## src/rtl/cpu_core_params.sv

```systemverilog
// Shared core-wide types for operand bypassing between pipeline stages.
package cpu_core_params;

  localparam int XLEN       = 32;
  localparam int REG_ADDR_W = 5;

  typedef logic [XLEN-1:0]       cpu_data_t;
  typedef logic [REG_ADDR_W-1:0] reg_addr_t;

  // r0 is hard-wired to zero and is never a real write target.
  localparam reg_addr_t ZERO_REG = '0;

  // One in-flight writer as seen from the issue stage.
  typedef struct packed {
    logic      valid;
    logic      we;
    logic      data_ok;
    reg_addr_t addr;
    cpu_data_t data;
  } bypass_src_t;

endpackage

```

## src/rtl/operand_bypass_resolve.sv

```systemverilog
// Resolves one source operand against the EXE/MEM/WB writers.
// Purely combinational. Priority is EXE > MEM > WB > register file.
module operand_bypass_resolve
  import cpu_core_params::*;
(
  input  reg_addr_t   addr_i,
  input  logic        used_i,
  input  cpu_data_t   rf_data_i,
  input  bypass_src_t exe_i,
  input  bypass_src_t mem_i,
  input  bypass_src_t wb_i,
  output cpu_data_t   value_o,
  output logic        hazard_o
);

  logic exe_hit;
  logic mem_hit;
  logic wb_hit;

  assign exe_hit = exe_i.valid && exe_i.we && (exe_i.addr == addr_i);
  assign mem_hit = mem_i.valid && mem_i.we && (mem_i.addr == addr_i);
  assign wb_hit  = wb_i.valid  && wb_i.we  && (wb_i.addr  == addr_i);

  // Pick the youngest matching writer; an unready youngest match stalls
  // even when an older writer has the data, since that data is stale.
  always_comb begin
    value_o  = rf_data_i;
    hazard_o = 1'b0;
    if (addr_i == ZERO_REG) begin
      value_o = '0;
    end else if (exe_hit) begin
      value_o  = exe_i.data;
      hazard_o = used_i && !exe_i.data_ok;
    end else if (mem_hit) begin
      value_o  = mem_i.data;
      hazard_o = used_i && !mem_i.data_ok;
    end else if (wb_hit) begin
      value_o = wb_i.data;
    end
  end

endmodule

```

## src/rtl/issue_bypass_stage.sv

```systemverilog
// Decode-to-execute register with operand forwarding, load-use stall
// detection, valid/ready output handshake and a saturating stall counter.
module issue_bypass_stage
  import cpu_core_params::*;
#(
  parameter type PayloadType     = cpu_core_params::cpu_data_t,
  parameter int  DATA_WIDTH      = 32,
  parameter int  REG_ADDR_WIDTH  = 5,
  parameter int  STALL_CNT_WIDTH = 32
) (
  input  logic                       clock,
  input  logic                       reset_n,
  input  logic                       flush,
  input  logic                       in_valid,
  output logic                       in_ready,
  input  PayloadType                 in_payload,
  input  logic [REG_ADDR_WIDTH-1:0]  in_rs_addr,
  input  logic [REG_ADDR_WIDTH-1:0]  in_rt_addr,
  input  logic                       in_rs_used,
  input  logic                       in_rt_used,
  input  logic [REG_ADDR_WIDTH-1:0]  in_dest_addr,
  input  logic                       in_dest_we,
  input  logic                       in_is_load,
  input  logic [DATA_WIDTH-1:0]      rf_rs_data,
  input  logic [DATA_WIDTH-1:0]      rf_rt_data,
  input  logic                       exe_valid,
  input  logic                       exe_we,
  input  logic                       exe_data_ok,
  input  logic [REG_ADDR_WIDTH-1:0]  exe_addr,
  input  logic [DATA_WIDTH-1:0]      exe_data,
  input  logic                       mem_valid,
  input  logic                       mem_we,
  input  logic                       mem_data_ok,
  input  logic [REG_ADDR_WIDTH-1:0]  mem_addr,
  input  logic [DATA_WIDTH-1:0]      mem_data,
  input  logic                       wb_valid,
  input  logic                       wb_we,
  input  logic [REG_ADDR_WIDTH-1:0]  wb_addr,
  input  logic [DATA_WIDTH-1:0]      wb_data,
  output logic                       out_valid,
  input  logic                       out_ready,
  output PayloadType                 out_payload,
  output logic [DATA_WIDTH-1:0]      out_rs_value,
  output logic [DATA_WIDTH-1:0]      out_rt_value,
  output logic [REG_ADDR_WIDTH-1:0]  out_dest_addr,
  output logic                       out_dest_we,
  output logic                       out_is_load,
  output logic [STALL_CNT_WIDTH-1:0] stall_count,
  input  logic                       stall_count_clear
);

  bypass_src_t exe_src;
  bypass_src_t mem_src;
  bypass_src_t wb_src;
  cpu_data_t   rs_value;
  cpu_data_t   rt_value;
  logic        rs_hazard;
  logic        rt_hazard;
  logic        hazard;
  logic        fire;

  logic                       out_valid_q,   out_valid_d;
  PayloadType                 payload_q;
  logic [DATA_WIDTH-1:0]      rs_value_q;
  logic [DATA_WIDTH-1:0]      rt_value_q;
  logic [REG_ADDR_WIDTH-1:0]  dest_addr_q;
  logic                       dest_we_q;
  logic                       is_load_q;
  logic [STALL_CNT_WIDTH-1:0] stall_count_q, stall_count_d;

  // Pack the per-stage writer buses into the shared source struct.
  always_comb begin
    exe_src = '{valid: exe_valid, we: exe_we, data_ok: exe_data_ok,
                addr: reg_addr_t'(exe_addr), data: cpu_data_t'(exe_data)};
    mem_src = '{valid: mem_valid, we: mem_we, data_ok: mem_data_ok,
                addr: reg_addr_t'(mem_addr), data: cpu_data_t'(mem_data)};
    wb_src  = '{valid: wb_valid, we: wb_we, data_ok: 1'b1,
                addr: reg_addr_t'(wb_addr), data: cpu_data_t'(wb_data)};
  end

  operand_bypass_resolve u_rs_resolve (
    .addr_i    (reg_addr_t'(in_rs_addr)),
    .used_i    (in_rs_used),
    .rf_data_i (cpu_data_t'(rf_rs_data)),
    .exe_i     (exe_src),
    .mem_i     (mem_src),
    .wb_i      (wb_src),
    .value_o   (rs_value),
    .hazard_o  (rs_hazard)
  );

  operand_bypass_resolve u_rt_resolve (
    .addr_i    (reg_addr_t'(in_rt_addr)),
    .used_i    (in_rt_used),
    .rf_data_i (cpu_data_t'(rf_rt_data)),
    .exe_i     (exe_src),
    .mem_i     (mem_src),
    .wb_i      (wb_src),
    .value_o   (rt_value),
    .hazard_o  (rt_hazard)
  );

  assign hazard   = rs_hazard || rt_hazard;
  assign in_ready = !hazard && !flush && (!out_valid_q || out_ready);
  assign fire     = in_valid && in_ready;

  // Output valid: flush kills, a new op sets, a consumed op clears.
  always_comb begin
    out_valid_d = out_valid_q;
    if (flush)          out_valid_d = 1'b0;
    else if (fire)      out_valid_d = 1'b1;
    else if (out_ready) out_valid_d = 1'b0;
  end

  // Stall counter: clear has priority, then saturating increment.
  always_comb begin
    stall_count_d = stall_count_q;
    if (stall_count_clear) begin
      stall_count_d = '0;
    end else if (in_valid && hazard && !flush &&
                 (stall_count_q != {STALL_CNT_WIDTH{1'b1}})) begin
      stall_count_d = stall_count_q + 1'b1;
    end
  end

  // Control state: handshake valid and stall counter.
  always_ff @(posedge clock or negedge reset_n) begin
    if (!reset_n) begin
      out_valid_q   <= 1'b0;
      stall_count_q <= '0;
    end else begin
      out_valid_q   <= out_valid_d;
      stall_count_q <= stall_count_d;
    end
  end

  // Output payload register; loads only on an accepted op so it stays
  // stable while EXE applies backpressure.
  always_ff @(posedge clock or negedge reset_n) begin
    if (!reset_n) begin
      payload_q   <= '0;
      rs_value_q  <= '0;
      rt_value_q  <= '0;
      dest_addr_q <= '0;
      dest_we_q   <= 1'b0;
      is_load_q   <= 1'b0;
    end else if (fire) begin
      payload_q   <= in_payload;
      rs_value_q  <= DATA_WIDTH'(rs_value);
      rt_value_q  <= DATA_WIDTH'(rt_value);
      dest_addr_q <= in_dest_addr;
      dest_we_q   <= in_dest_we;
      is_load_q   <= in_is_load;
    end
  end

  assign out_valid     = out_valid_q;
  assign out_payload   = payload_q;
  assign out_rs_value  = rs_value_q;
  assign out_rt_value  = rt_value_q;
  assign out_dest_addr = dest_addr_q;
  assign out_dest_we   = dest_we_q;
  assign out_is_load   = is_load_q;
  assign stall_count   = stall_count_q;

endmodule

```

## config.mk

```make
export PLATFORM = sky130hd
export DESIGN_NAME = issue_bypass_stage
export DESIGN_NICKNAME = d
export VERILOG_FILES = /design/src/rtl/cpu_core_params.sv /design/src/rtl/operand_bypass_resolve.sv /design/src/rtl/issue_bypass_stage.sv
export SDC_FILE = /design/constraint.sdc
export NUM_CORES = 1
export LEC_CHECK = 0
export ABC_AREA = 1
export CAP_MARGIN = 20
export CORE_ASPECT_RATIO = 2
export CORE_UTILIZATION = 40
export DETAILED_ROUTE_END_ITERATION = 16
export PLACE_DENSITY = 0.82
export SYNTH_ARGS = -nofsm -noshare
export SYNTH_HDL_FRONTEND = slang
export SYNTH_HIERARCHICAL = 1
export SYNTH_SLANG_ARGS = --single-unit
```

## constraint.sdc

```tcl
create_clock -name clock -period 2.2 [get_ports clock]
set_input_delay 0.44 -clock clock [delete_from_list [all_inputs] [get_ports clock]]
set_output_delay 0.44 -clock clock [all_outputs]
set_load 0.05 [all_outputs]
```

======== After elaboration in Yosys (flattened, before gate mapping) ========
Cells that the tools add are included.
word-level totals
  register bits ........................... 136
  output and inout bits ................... 137
  logic and storage cells ................. 65
cells by class
  equality and inequality tests ........... 7
  reduce and logical (&&, ||, !) cells .... 30
  multiplexer cells ....................... 19
  add/sub/neg operators ................... 1
operators with widths
  cell                   count
  $mux 32                10
  $add 32x1->32 const B  1
  $ne 32x32->1 const B   1
  $eq 5x5->1             6
  $logic_and 1x1->1      19
  $logic_not 5->1        2
  $mux 1                 9
  $logic_not 1->1        5
  $reduce_bool 3->1      1
  $logic_or 1x1->1       2
  $reduce_bool 2->1      1

======== Depth between registers and ports, before layout ========
  word-level depth ........................ 12
  mapped depth ............................ 20
  mapped depth without buffers ............ 18

======== Cells and area by module ========
Netlist, hierarchy kept.
by module, submodules not included
  module                  times used  seq. area each (um^2)  area an instance (um^2)  cells an instance
  issue_bypass_stage      1           3403.3                 6080.8                   577
  operand_bypass_resolve  2           0.0                    2037.0                   435

======== Least setup slack after synthesis ========
No wires, ideal clock.
  kind .................................... input to register
  from .................................... input port in_rt_addr[0]
  to ...................................... register payload_q (netlist bit out_payload[0])
  arrival ................................. 2.944 ns
  setup time .............................. 0.128 ns
  path buffers ............................ 3
  required time ........................... 2.072 ns
  cell stages on the path ................. 16
  slack ................................... -0.871 ns
  cell sequence ........................... inv_2 -> nand2_1 -> nand2_1 -> nor2_1 -> nand3_1 -> clkbuf_1 -> nor2_1 -> nor2_1 -> nor2_1 -> nor2_1 -> o21ai_1 -> nor2_1 -> nand2_1 -> buf_4 -> buf_4 -> mux2_1
between the ends
  longest elaborated chain between the ends .. 10
  elaborated cells between the ends (all ways) .. 13
  classes of those cells .................. eq/ne: 2; mux: 3; reduce/logical: 8
RTL lines
  item                              line                          source
  start: declaration                issue_bypass_stage.sv:18      input logic [REG_ADDR_WIDTH-1:0] in_rt_addr,
  $eq 5x5->1                        operand_bypass_resolve.sv:21  assign mem_hit = mem_i.valid && mem_i.we && (mem_i.addr == addr_i);
  $logic_and 1x1->1                 operand_bypass_resolve.sv:21
  $mux 1                            operand_bypass_resolve.sv:34  end else if (mem_hit) begin
  $mux 1                            operand_bypass_resolve.sv:31  end else if (exe_hit) begin
  $mux 1 *                          operand_bypass_resolve.sv:29  if (addr_i == ZERO_REG) begin
  named net rt_hazard               issue_bypass_stage.sv:58      logic rt_hazard;
  $logic_or 1x1->1 *                issue_bypass_stage.sv:103     assign hazard = rs_hazard || rt_hazard;
  $logic_not 1->1 *                 issue_bypass_stage.sv:104     assign in_ready = !hazard && !flush && (!out_valid_q || out_ready);
  $logic_and 1x1->1 * (2 in a row)  issue_bypass_stage.sv:104
  named net in_ready                issue_bypass_stage.sv:15      output logic in_ready,
  $logic_and 1x1->1 *               issue_bypass_stage.sv:105     assign fire = in_valid && in_ready;
  end signal: assignment            issue_bypass_stage.sv:148     payload_q <= in_payload;
  end: declaration                  issue_bypass_stage.sv:63      PayloadType payload_q;
Mark *: on every way through the listed nets, which the timed path passes. The rest lies on a longest branch.
A chain may end at the register's enable or synchronous reset.

======== Final worst setup path ========
  from .................................... input port exe_addr[3]
  to ...................................... output port in_ready
between the ends
  longest elaborated chain between the ends .. 8
  elaborated cells between the ends (all ways) .. 12
  classes of those cells .................. eq/ne: 2; mux: 4; reduce/logical: 6
RTL lines
  item                            line                          source
  start: declaration              issue_bypass_stage.sv:29      input logic [REG_ADDR_WIDTH-1:0] exe_addr,
  $eq 5x5->1                      operand_bypass_resolve.sv:20  assign exe_hit = exe_i.valid && exe_i.we && (exe_i.addr == addr_i);
  $logic_and 1x1->1               operand_bypass_resolve.sv:20
  $mux 1                          operand_bypass_resolve.sv:31
  $mux 1                          operand_bypass_resolve.sv:29
  named net rs_hazard             issue_bypass_stage.sv:57      logic rs_hazard;
  $logic_or 1x1->1                issue_bypass_stage.sv:103
  $logic_not 1->1                 issue_bypass_stage.sv:104
  $logic_and 1x1->1 (2 in a row)  issue_bypass_stage.sv:104
  end: declaration                issue_bypass_stage.sv:15
The timed path passes the listed nets, and every way through them passes these cells.

==> impl_results.md <==
* Die W at about 110 um
* Die Footprint at 26100 um^2
* Layout cells sized above 1 at about a fifth
* Kind of critical path: primary input to primary output
* Vias in the first global route at approximately 12000
* Vias at about 12000
* Slew @ Worst Pin at roughly 790 ps
* R2R cell count at 7
* CTS Buffer Depth at 2
* Initial Util at between 40% and 50%
* Lkg Pwr at slightly below 0.008 uW
* Setup violators final at 28
* CTS Buf Count at 17
* P_int at between 6000 and 7000 uW
* Reg-to-reg slack, setup at 200 ps
* Syn Nets at about 1700
* Worst flop-to-flop path startpoint: stall_count[4]$_DFFE_PN0P_
* Net Sw Frac at between 30% and 40%
* Minimum clock period after layout at about 2400 ps
* Max-slew violation count at 0
* Critical Path AT at 2010 ps
* Die Y-Extent at between 200 and 250 um
* Area grow syn2layout at 53.7%
* Max VDD drop at 561 uV
* Synthesized area at between 10000 and 15000 um^2
* Wirelength per Cell at just under 20 um
* Max-slew headroom at 47.5%
* RSZ-0062 raised after global routing: true
* Startpoint Class: primary input
* Flop pwr share at a little under a third
* Starting DRT DRC Count at 991
* Max cap viols at 0
* PD cells at approximately 650 nW/um^2
* Global Route Usage Sum at about 33%
* CTS H-tree lvls at 4
* Hpwl dp at about 32 mm
* Ys Warns at 6
* Status: finished, violations left
* Final hold vios at 0
* Syn Area/Cell at between 7 and 8 um^2
* Fin nets at 2095
* Max Freq at between 400 and 500 MHz
* Grt total ovfl at 0
* Total negative slack at -1440 ps
* Fin Clk Skew at 13.8 ps
* CTS tree: yes
* Failing checks: negative setup slack
* Clock Latency Late Sink at between 400 and 500 ps
* Clk sink count at roughly 140
* I/O Pins at 377
* Final period util at 111%
* Post-route setup slack at -249 ps
* CP endpoint kind: primary output
* Setup Slack @ Placement at -1080 ps
* Type of the most critical hold path: primary input to async pin
* Share of power burned in the clock network at between 20% and 30%
* Synth Instances at ~1400
* CP required at around 1800 ps
* Worst r2r dst: stall_count[19]$_DFFE_PN0P_
* Post-route cell area at approximately 16000 um^2
* NetSw at about 4000 uW
* Port buffer count at between 300 and 400
* Row cnt at between 80 and 90
* Drt pass-1 iters at 6
* Vias per std cell at approximately 5.3
* GP Congestion at 0.953
* # DRC at 0
* Clk slew on worst S/H paths at 70 ps
* First-pass GRT wire length at around 63 mm
* DP Area at approximately 15000 um^2
* DRT Wirelength at ~43 mm
* Total power draw at around 10000 uW
* ANT nets after route at 0
* Gate power share at about two fifths
* Placeable Area at between 20000 and 30000 um^2
* Clock Tree Root: clkbuf_16
* Initial antenna violation count at 7
* CP max FO at 4
* Largest net degree at the start of global routing at 65
power groups by stage:
stage	clock network, uW	logic, uW	registers, uW
after floorplan	0	947	4520
after CTS	2900	4140	3140
after global placement	0	4050	3160
final	2850	4170	3140
after global routing	2990	4340	3180
after detailed placement	0	4100	3170
worst max-delay path, cell delays in order:
cell     delay [ps]
buf_2           140
inv_1            60
nand2_2          60
nand2_2          60
nor2_4          120
nand2_2          70
nor2b_4         170
nand2_2          70
nand3_2          80
nor2_4           50
nor2_4          140
o21ai_2          90
nor2_4          180
buf_6           130
buf_12          120
registers in the layout, indices dropped and copies added, names as in the netlist:
signal         count
out_valid          1
out_payload       32
out_dest_we        1
out_rs_value      32
stall_count       32
out_is_load        1
out_dest_addr      5
out_rt_value      32
how the worst max path moves through the flow:
| stage | from | endpoint | slack, ps |
|---|---|---|---|
| final | exe_addr[3] | in_ready | -250 |
| after global routing | exe_addr[3] | in_ready | -320 |
| after CTS | in_rs_addr[2] | in_ready | -300 |
| after detailed placement | exe_addr[2] | out_payload[22]$_DFFE_PN0P_ | -1080 |
| after global placement | exe_addr[2] | out_payload[20]$_DFFE_PN0P_ | -1090 |
| after floorplan | in_rs_addr[2] | out_payload[0]$_DFFE_PN0P_ | -280 |
layer usage:
layer | vias up | wire, um | track usage [%]
met2 | 669 | 22400 | 58.2
met4 | 4 | 2990 | 24.4
met1 | 5400 | 14100 | 33.1
met5 | - | 30 | 0
met3 | 177 | 3630 | 7.88
li1 | 5380 | - | -
repair_timing:
item                                    4_1_cts  5_1_grt
endpoints found under the setup margin      159      131
pin swaps                                    15       18
resized for setup                           124       64
endpoints found under the hold margin        40        0
hold buffers                                  1        0
buffers inserted                             15        6
cell type report:
type | count | area (um^2)
flip-flops and latches | 136 | 3400
diodes | 5 | 12.5
fillers | 2247 | 9430
well taps | 336 | 420
clock buffers | 18 | 429
repair buffers | 466 | 4590
clock inverters | 14 | 143
multi-input cells | 967 | 5560
inverters | 266 | 1040
through the flow:
| stage | util, % | cells | hold WS (ps) |
|---|---|---|---|
| floorplan | - | 1446 | 144 |
| finish | 62.3 | 2208 | 479 |
| global route | 62.3 | 2207 | 513 |
| detailed placement | 59.1 | 2151 | 416 |
| CTS | 61.7 | 2198 | 486 |
| global placement | 59.1 | 2151 | 407 |
cells in the final DEF (no fill, tap or decap), types with 45 or more instances in the layout:
| cell type | instances |
|---|---|
| a21oi_2 | 45 |
| buf_4 | 83 |
| clkdlybuf4s50_1 | 311 |
| dfrtp_1 | 136 |
| inv_1 | 252 |
| mux2_2 | 76 |
| nand2_1 | 281 |
| nand3_1 | 93 |
| nand4_1 | 76 |
| nor2_1 | 198 |
| o21ai_0 | 53 |
Note: power is estimated with default switching activity, not from simulation.
